$ cat src/rtl/fifo_to_axis_if.sv
// -----------------------------------------------------------------------------
// fifo_to_axis_if.sv
// Bus bundles for the fifo_to_axis unpacker.
//   fifo_to_axis_rd_if   : first-word-fall-through read side of the SRAM queue
//     din[201:0]  packed word {payload[191:0], cnt[4:0], kind[2:0], last, rsvd}
//     din_valid   din holds a word
//     din_rd      pop strobe (word consumed when din_valid && din_rd)
//   fifo_to_axis_axis_if : 256-bit AXI4-Stream beat toward the output port
//     tvalid/tready, tdata[255:0], tstrb[31:0], tuser[127:0], tlast
// The master modport drives the payload, the slave modport returns the
// flow-control signal.
// -----------------------------------------------------------------------------
interface fifo_to_axis_rd_if;
    logic [201:0] din;
    logic         din_valid;
    logic         din_rd;

    modport master (output din, output din_valid, input  din_rd);
    modport slave  (input  din, input  din_valid, output din_rd);
endinterface

interface fifo_to_axis_axis_if;
    logic         tvalid;
    logic         tready;
    logic [255:0] tdata;
    logic [31:0]  tstrb;
    logic [127:0] tuser;
    logic         tlast;

    modport master (output tvalid, output tdata, output tstrb, output tuser,
                    output tlast, input tready);
    modport slave  (input  tvalid, input  tdata, input  tstrb, input  tuser,
                    input  tlast, output tready);
endinterface

$ cat src/rtl/fifo_to_axis.sv
// -----------------------------------------------------------------------------
// fifo_to_axis.sv
// Unpacks 202-bit cropped words (192-bit payload + control) read back from the
// SRAM output queue into 256-bit AXI4-Stream beats. Each packet is one header
// word (tuser) followed by data words where every four words carry three beats.
//
// Ports:
//   i_clk      block clock
//   i_rst_n    asynchronous active-low reset
//   s_rd       fifo_to_axis_rd_if.slave   (din, din_valid, din_rd)
//   m_axis     fifo_to_axis_axis_if.master (tvalid, tready, tdata, tstrb,
//                                           tuser, tlast)
//   o_fmt_err  sticky format error
//
// Build option:
//   FIFO_TO_AXIS_FORMAT_CHECK_EN  when defined, the word kind sequence is
//   checked; a bad word sets o_fmt_err, is dropped, and all words up to the
//   next header are discarded. When undefined the FSM advances on position
//   only and o_fmt_err is tied low.
// -----------------------------------------------------------------------------
module fifo_to_axis #(
    parameter int TDATA_WIDTH        = 32,
    parameter int TUSER_WIDTH        = 16,
    parameter int CROPPED_DATA_WIDTH = 24
) (
    input  logic                 i_clk,
    input  logic                 i_rst_n,
    fifo_to_axis_rd_if.slave     s_rd,
    fifo_to_axis_axis_if.master  m_axis,
    output logic                 o_fmt_err
);

    localparam int BEAT_W = 8 * TDATA_WIDTH;
    localparam int USER_W = 8 * TUSER_WIDTH;
    localparam int PL_W   = 8 * CROPPED_DATA_WIDTH;

    typedef enum logic [2:0] {
        ST_HDR = 3'd0,
        ST_W1  = 3'd1,
        ST_W2  = 3'd2,
        ST_W3  = 3'd3,
        ST_W4  = 3'd4
    } state_t;

    // Last-beat strobes: cnt valid bytes, cnt==0 means a full beat.
    function automatic logic [31:0] strb_from_cnt(input logic [4:0] cnt);
        if (cnt == 5'd0) begin
            return 32'hFFFF_FFFF;
        end else begin
            return (32'd1 << cnt) - 32'd1;
        end
    endfunction

    state_t              r_state;
    logic [PL_W-1:0]     r_res;
    logic                r_tvalid;
    logic [BEAT_W-1:0]   r_tdata;
    logic [31:0]         r_tstrb;
    logic [USER_W-1:0]   r_tuser;
    logic                r_tlast;

    logic [PL_W-1:0]     w_payload;
    logic [4:0]          w_cnt;
    logic                w_last;
    logic                w_rd;
    logic                w_pop;
    logic                w_err;
    logic                w_emit;
    logic                w_beat_last;
    logic [BEAT_W-1:0]   w_beat;
    logic                w_load_tuser;
    state_t              w_next_state;
    logic [PL_W-1:0]     w_next_res;

    assign w_payload = s_rd.din[201:10];
    assign w_cnt     = s_rd.din[9:5];
    assign w_last    = s_rd.din[1];

    // Pop whenever the output register is free or being emptied this cycle;
    // words that emit nothing still follow this rule.
    assign w_rd        = !r_tvalid || m_axis.tready;
    assign w_pop       = s_rd.din_valid && w_rd;
    assign s_rd.din_rd = w_rd;

`ifdef FIFO_TO_AXIS_FORMAT_CHECK_EN
    logic [2:0] w_kind;
    logic       w_unused_rsvd;
    logic       r_fmt_err;

    assign w_kind        = s_rd.din[4:2];
    assign w_unused_rsvd = s_rd.din[0];

    // Word kind that is legal in each FSM position.
    function automatic logic [2:0] expected_kind(input state_t st);
        case (st)
            ST_HDR:  return 3'd0;
            ST_W1:   return 3'd1;
            ST_W2:   return 3'd2;
            ST_W3:   return 3'd3;
            ST_W4:   return 3'd4;
            default: return 3'd7;
        endcase
    endfunction

    assign w_err = w_pop && ((w_kind != expected_kind(r_state)) ||
                             (w_last && ((r_state == ST_HDR) || (r_state == ST_W1))));

    // Sticky format error flag, cleared only by reset.
    always_ff @(posedge i_clk or negedge i_rst_n) begin
        if (!i_rst_n) begin
            r_fmt_err <= 1'b0;
        end else if (w_err) begin
            r_fmt_err <= 1'b1;
        end else begin
            r_fmt_err <= r_fmt_err;
        end
    end

    assign o_fmt_err = r_fmt_err;
`else
    logic [3:0] w_unused_ctl;

    assign w_unused_ctl = {s_rd.din[4:2], s_rd.din[0]};
    assign w_err        = 1'b0;
    assign o_fmt_err    = 1'b0;
`endif

    // Next-state, residual and beat assembly for the word being consumed.
    always_comb begin
        w_emit       = 1'b0;
        w_beat_last  = 1'b0;
        w_beat       = {BEAT_W{1'b0}};
        w_load_tuser = 1'b0;
        w_next_state = r_state;
        w_next_res   = r_res;
        if (w_pop && !w_err) begin
            case (r_state)
                ST_HDR: begin
                    w_load_tuser = 1'b1;
                    w_next_state = ST_W1;
                end
                ST_W1: begin
                    w_next_res   = w_payload;
                    w_next_state = ST_W2;
                end
                ST_W2: begin
                    w_emit = 1'b1;
                    w_beat = {w_payload[63:0], r_res[191:0]};
                    if (w_last) begin
                        w_beat_last  = 1'b1;
                        w_next_state = ST_HDR;
                    end else begin
                        w_next_res   = {64'd0, w_payload[191:64]};
                        w_next_state = ST_W3;
                    end
                end
                ST_W3: begin
                    w_emit = 1'b1;
                    w_beat = {w_payload[127:0], r_res[127:0]};
                    if (w_last) begin
                        w_beat_last  = 1'b1;
                        w_next_state = ST_HDR;
                    end else begin
                        w_next_res   = {128'd0, w_payload[191:128]};
                        w_next_state = ST_W4;
                    end
                end
                ST_W4: begin
                    w_emit = 1'b1;
                    w_beat = {w_payload, r_res[63:0]};
                    if (w_last) begin
                        w_beat_last  = 1'b1;
                        w_next_state = ST_HDR;
                    end else begin
                        w_next_state = ST_W1;
                    end
                end
                default: begin
                    w_next_state = ST_HDR;
                end
            endcase
        end else if (w_pop) begin
            // Malformed word: drop it and resynchronise on the next header.
            w_next_state = ST_HDR;
        end else begin
            w_next_state = r_state;
        end
    end

    // FSM, residual, tuser and registered stream outputs.
    always_ff @(posedge i_clk or negedge i_rst_n) begin
        if (!i_rst_n) begin
            r_state  <= ST_HDR;
            r_res    <= {PL_W{1'b0}};
            r_tvalid <= 1'b0;
            r_tdata  <= {BEAT_W{1'b0}};
            r_tstrb  <= 32'd0;
            r_tuser  <= {USER_W{1'b0}};
            r_tlast  <= 1'b0;
        end else begin
            r_state <= w_next_state;
            r_res   <= w_next_res;
            if (w_load_tuser) begin
                r_tuser <= w_payload[USER_W-1:0];
            end else begin
                r_tuser <= r_tuser;
            end
            if (w_emit) begin
                r_tvalid <= 1'b1;
                r_tdata  <= w_beat;
                r_tstrb  <= w_beat_last ? strb_from_cnt(w_cnt) : 32'hFFFF_FFFF;
                r_tlast  <= w_beat_last;
            end else if (m_axis.tready) begin
                r_tvalid <= 1'b0;
            end else begin
                r_tvalid <= r_tvalid;
            end
        end
    end

    assign m_axis.tvalid = r_tvalid;
    assign m_axis.tdata  = r_tdata;
    assign m_axis.tstrb  = r_tstrb;
    assign m_axis.tuser  = r_tuser;
    assign m_axis.tlast  = r_tlast;

endmodule
$ cat src/flat_wrapper.sv
// flat-port wrapper written by rule: the top's interface ports become plain ports
module fifo_to_axis_flat 
#(
    parameter int TDATA_WIDTH        = 32,
    parameter int TUSER_WIDTH        = 16,
    parameter int CROPPED_DATA_WIDTH = 24
)
  (i_clk, i_rst_n, o_fmt_err, s_rd_din, s_rd_din_valid, s_rd_din_rd, m_axis_tvalid, m_axis_tdata, m_axis_tstrb, m_axis_tuser, m_axis_tlast, m_axis_tready);
  fifo_to_axis_rd_if s_rd_i ();
  fifo_to_axis_axis_if m_axis_i ();
  input  logic i_clk;
  input  logic i_rst_n;
  output logic o_fmt_err;
  input wire logic [$bits(s_rd_i.din)-1:0] s_rd_din;
  input wire logic [$bits(s_rd_i.din_valid)-1:0] s_rd_din_valid;
  output wire logic [$bits(s_rd_i.din_rd)-1:0] s_rd_din_rd;
  output wire logic [$bits(m_axis_i.tvalid)-1:0] m_axis_tvalid;
  output wire logic [$bits(m_axis_i.tdata)-1:0] m_axis_tdata;
  output wire logic [$bits(m_axis_i.tstrb)-1:0] m_axis_tstrb;
  output wire logic [$bits(m_axis_i.tuser)-1:0] m_axis_tuser;
  output wire logic [$bits(m_axis_i.tlast)-1:0] m_axis_tlast;
  input wire logic [$bits(m_axis_i.tready)-1:0] m_axis_tready;
  assign s_rd_i.din = s_rd_din;
  assign s_rd_i.din_valid = s_rd_din_valid;
  assign s_rd_din_rd = s_rd_i.din_rd;
  assign m_axis_tvalid = m_axis_i.tvalid;
  assign m_axis_tdata = m_axis_i.tdata;
  assign m_axis_tstrb = m_axis_i.tstrb;
  assign m_axis_tuser = m_axis_i.tuser;
  assign m_axis_tlast = m_axis_i.tlast;
  assign m_axis_i.tready = m_axis_tready;
  fifo_to_axis #(.TDATA_WIDTH(TDATA_WIDTH), .TUSER_WIDTH(TUSER_WIDTH), .CROPPED_DATA_WIDTH(CROPPED_DATA_WIDTH)) u_core (.i_clk(i_clk), .i_rst_n(i_rst_n), .s_rd(s_rd_i), .m_axis(m_axis_i), .o_fmt_err(o_fmt_err));
endmodule
$ cat config.mk
export PLATFORM = sky130hd
export DESIGN_NAME = fifo_to_axis_flat
export DESIGN_NICKNAME = d
export VERILOG_FILES = /design/src/rtl/fifo_to_axis_if.sv /design/src/rtl/fifo_to_axis.sv /design/src/flat_wrapper.sv
export SDC_FILE = /design/constraint.sdc
export NUM_CORES = 1
export LEC_CHECK = 0
export CAP_MARGIN = 25
export CORE_MARGIN = 10
export CORE_UTILIZATION = 45
export CTS_CLUSTER_DIAMETER = 50
export DETAILED_ROUTE_END_ITERATION = 16
export PLACE_DENSITY_LB_ADDON = 0.1
export SLEW_MARGIN = 20
export SYNTH_ARGS = -nofsm -noshare
export SYNTH_HDL_FRONTEND = slang
export SYNTH_SLANG_ARGS = --single-unit
$ cat constraint.sdc
create_clock -name i_clk -period 1.94 [get_ports i_clk]
set_clock_uncertainty 0.15 [all_clocks]
set_input_delay 0.291 -clock i_clk [delete_from_list [all_inputs] [get_ports i_clk]]
set_output_delay 0.291 -clock i_clk [all_outputs]
set_load 0.005 [all_outputs]
==> key figures <==
Synth
  – Post-Syn Area: approximately 29000 µm²
  – #FFs+latches synth: between 600 and 700
  – Register area share after synthesis: 0.522
  – Yosys cell types: 54
  – Post-synth top flop: dfrtp_1
  – Post-synthesis net count: a little over 3000
  – Synth Instances: approximately 2900
  – Yosys warnings: 0
  – Asr flop ratio synth: 1.00
  – Post-synth EDFFs: 0
  – Post-Syn Area per Cell: 10.3 µm²

Floorplan
  – Initial Utilization: 0.455
  – Die Height: between 200 and 300 µm
  – DIE AREA: about 76000 µm²
  – Top Ports: roughly 630
  – Die width: around 280 µm
  – Core area: ~65000 µm²
  – Cell Rows: between 90 and 100

Clocking
  – H-tree Lvls: 3
  – Clock Tree Buf Depth: 3
  – Total CTS buffers: 76
  – CTS tree: built
  – Clk sinks: approximately 600
  – CTS root buffer: clkbuf_16
  – Clock transition at path regs: about 0.06 ns
  – Clock Latency Late Sink: approximately 0.62 ns

Cells and area
  – Commonest non-fill, non-tap cell in the layout: dfrtp_1
  – Commonest non-fill, non-tap cells in the layout: dfrtp_1, clkdlybuf4s50_1, nand2_1
  – # nets final: roughly 3900
  – Layout area overhead: 48.1%
  – Post-Layout Cell Count: 4566
  – Layout cells sized above 1: 0.204

STA
  – Tcrit/Tclk final: 1.09
  – RSZ-0062 raised after global routing: yes
  – Worst-margin pin slew: about 0.76 ns
  – Relative slew slack: 0.491
  – Tmin final: approximately 2.1 ns
  – PnR worst setup slack: -0.174 ns
  – Final Hold Vio Count: 0
  – # setup viols final: roughly 670
  – Fmax: around 0.47 GHz
  – Fin. max-slew vios: 0

Worst setup path
  – Crit-path cells: or4_4 > buf_12 > mux2_4
  – Critical path class: reg -> reg
  – Worst path max stage delay: approximately 0.58 ns
  – Crit path required time: ~2.3 ns
  – Worst-path maximum fanout: 53
  – Startpoint types: flop
  – Arrival time worst endpoint: about 2.5 ns
  – Critical path's top delay family: simple AND/OR/NAND/NOR gates
  – WP buf/inv: 1
  – Slowest cell on crit path: or4_4
  – Kind of end point of the critical path: flop

Run status
  – Status: finished with violations
  – Failing checks: setup timing

Power and ir drop
  – Sequential share of power: 0.310
  – Internal cell power: just under 50 mW
  – Pwr dens: ~1700 nW/µm²
  – Switch share: 0.351
  – Switching power: ~26 mW
  – Max VDD drop: about 1.0 mV
  – Clock power frac: 0.195
  – Combinational share of power: 0.496
  – Static Leak: slightly below 20 nW

Placed design
  – Pre-CTS WS: -0.816 ns
  – Hpwl dp: just over 70000 µm
  – # port buffers: 620
  – Post-Place Cells: around 4300
  – GP Congestion: about 0.87

Job
  – Max-cap viol count: 0

Drt
  – Drt initial violations: around 2000
  – Final ANT Viol Nets: 0
  – DRT Wirelength: approximately 110000 µm
  – Mean routed wirelength per cell: roughly 25 µm
  – Via density: between 5 and 6
  – Drt pass-1 iters: 5
  – DR vias: between 20000 and 30000
  – Post-route DRC: 0

Global routing
  – Largest net degree at the start of global routing: between 80 and 90
  – Grt total ovfl: 0
  – GRT Total Usage: 0.265
  – Vias in the first global route: roughly 25000
  – First-pass GRT wire length: 156000 µm
  – Initial antenna violation count: 12

Min path
  – Class of the worst hold path: in -> async
==> what timing repair did <==
item	CTS	global route
gates resized for setup	167	341
setup buffers	41	25
pin swaps	12	47
endpoints found under the hold margin	478	0
gates cloned	18	51
endpoints found under the setup margin	933	963
hold buffers	1	0
==> layout make-up <==
type | instances | area, µm²
fillers | 4818 | 21000
flip-flops and latches | 613 | 15300
multi-input cells | 1900 | 13200
repair buffers | 927 | 10900
clock buffers | 101 | 2160
well taps | 855 | 1070
inverters | 130 | 488
clock inverters | 31 | 374
diodes | 9 | 22.5
==> layer usage <==
metal / track usage / vias to the layer above / share of wire
met5: 0 / - / 0.00044
met1: 0.329 / 12600 / 0.40
met4: 0.0946 / 8 / 0.033
li1: - / 11300 / -
met3: 0.0737 / 216 / 0.082
met2: 0.436 / 989 / 0.49
==> metrics by stage <==
stage / util / hold slack (ns) / TNS (ns) / power, mW / cell area (µm²)
after floorplan: - / -0.155 / -5.78 / 38.1 / 29500
after global placement: 0.583 / 0.0946 / -210.87 / 53.7 / 37700
after detailed placement: 0.583 / 0.0968 / -234.52 / 54.5 / 37700
after CTS: 0.641 / 0.0377 / -39.05 / 71.1 / 41400
after global routing: 0.674 / 0.0557 / -81.05 / 78.4 / 43500
final: 0.674 / 0.0445 / -38.24 / 74.4 / 43500
==> kinds of logic after synthesis <==
logic type / Yosys count / synth area share
buffers and inverters: 353 / 0.0557
adders and majority gates: 2 / 0.000766
xor gates and xnor gates: 2 / 0.000596
other: 1 / 0.000128
DFF: 613 / 0.522
AOI/OAI and AO/OA: 647 / 0.120
and+or+nand+nor: 736 / 0.103
muxes: 512 / 0.198
==> power groups by stage <==
stage / logic, mW / clock network [mW] / registers, mW
after detailed placement: 31.7 / 0 / 22.8
after floorplan: 15.8 / 0 / 22.3
after global routing: 39.5 / 15.2 / 23.7
final: 36.9 / 14.5 / 23.1
after CTS: 33.7 / 14.7 / 22.7
after global placement: 31.1 / 0 / 22.6
==> state kept, by name, summed over array words and instances (netlist names) <==
signal and cells:
u_core.m_axis.tlast 1, u_core.m_axis.tstrb 32, u_core.m_axis.tuser 128, u_core.r_state 3, u_core.m_axis.tvalid 1, u_core.r_res 192
u_core.m_axis.tdata 256
==> final timing paths <==
| check | startpoint | end | slack [ns] | cells after the start |
|---|---|---|---|---|
| hold reg to reg | u_core.m_axis.tdata[56]$_DFFE_PN0P_ | u_core.m_axis.tdata[56]$_DFFE_PN0P_ | 0.33 | 2 |
| hold / removal | i_rst_n | u_core.m_axis.tuser[108]$_DFFE_PN0P_ | 0.04 | 2 |
| min in group i_clk | s_rd_din[7] | u_core.m_axis.tstrb[1]$_DFFE_PN0P_ | 0.10 | 5 |
| setup reg to reg | u_core.r_state[0]$_DFFE_PN0P_ | u_core.m_axis.tuser[102]$_DFFE_PN0P_ | -0.17 | 3 |
| setup / recovery | u_core.r_state[0]$_DFFE_PN0P_ | u_core.m_axis.tuser[102]$_DFFE_PN0P_ | -0.17 | 3 |
| max in group asynchronous | i_rst_n | u_core.m_axis.tdata[102]$_DFFE_PN0P_ | 0.74 | 3 |
==> synthesized netlist by cell type (4+ instances only) <==
master,instances,area [µm²]
nor3_1,12,60.1
a22oi_1,64,480
clkbuf_1,96,360
buf_1,8,30.0
o31ai_1,4,30.0
mux2_1,6,67.6
buf_6,19,214
buf_2,82,410
mux2_4,120,1800
mux2i_1,320,3200
o21ai_0,334,1670
buf_4,18,135
dfrtp_1,613,15300
nor2_1,229,860
nand2b_1,68,425
a21oi_1,214,1070
a31oi_1,9,56.3
or3_1,4,25.0
nand2_1,405,1520
mux2_2,66,743
inv_1,130,488
Power figures use the tool's default switching activity.
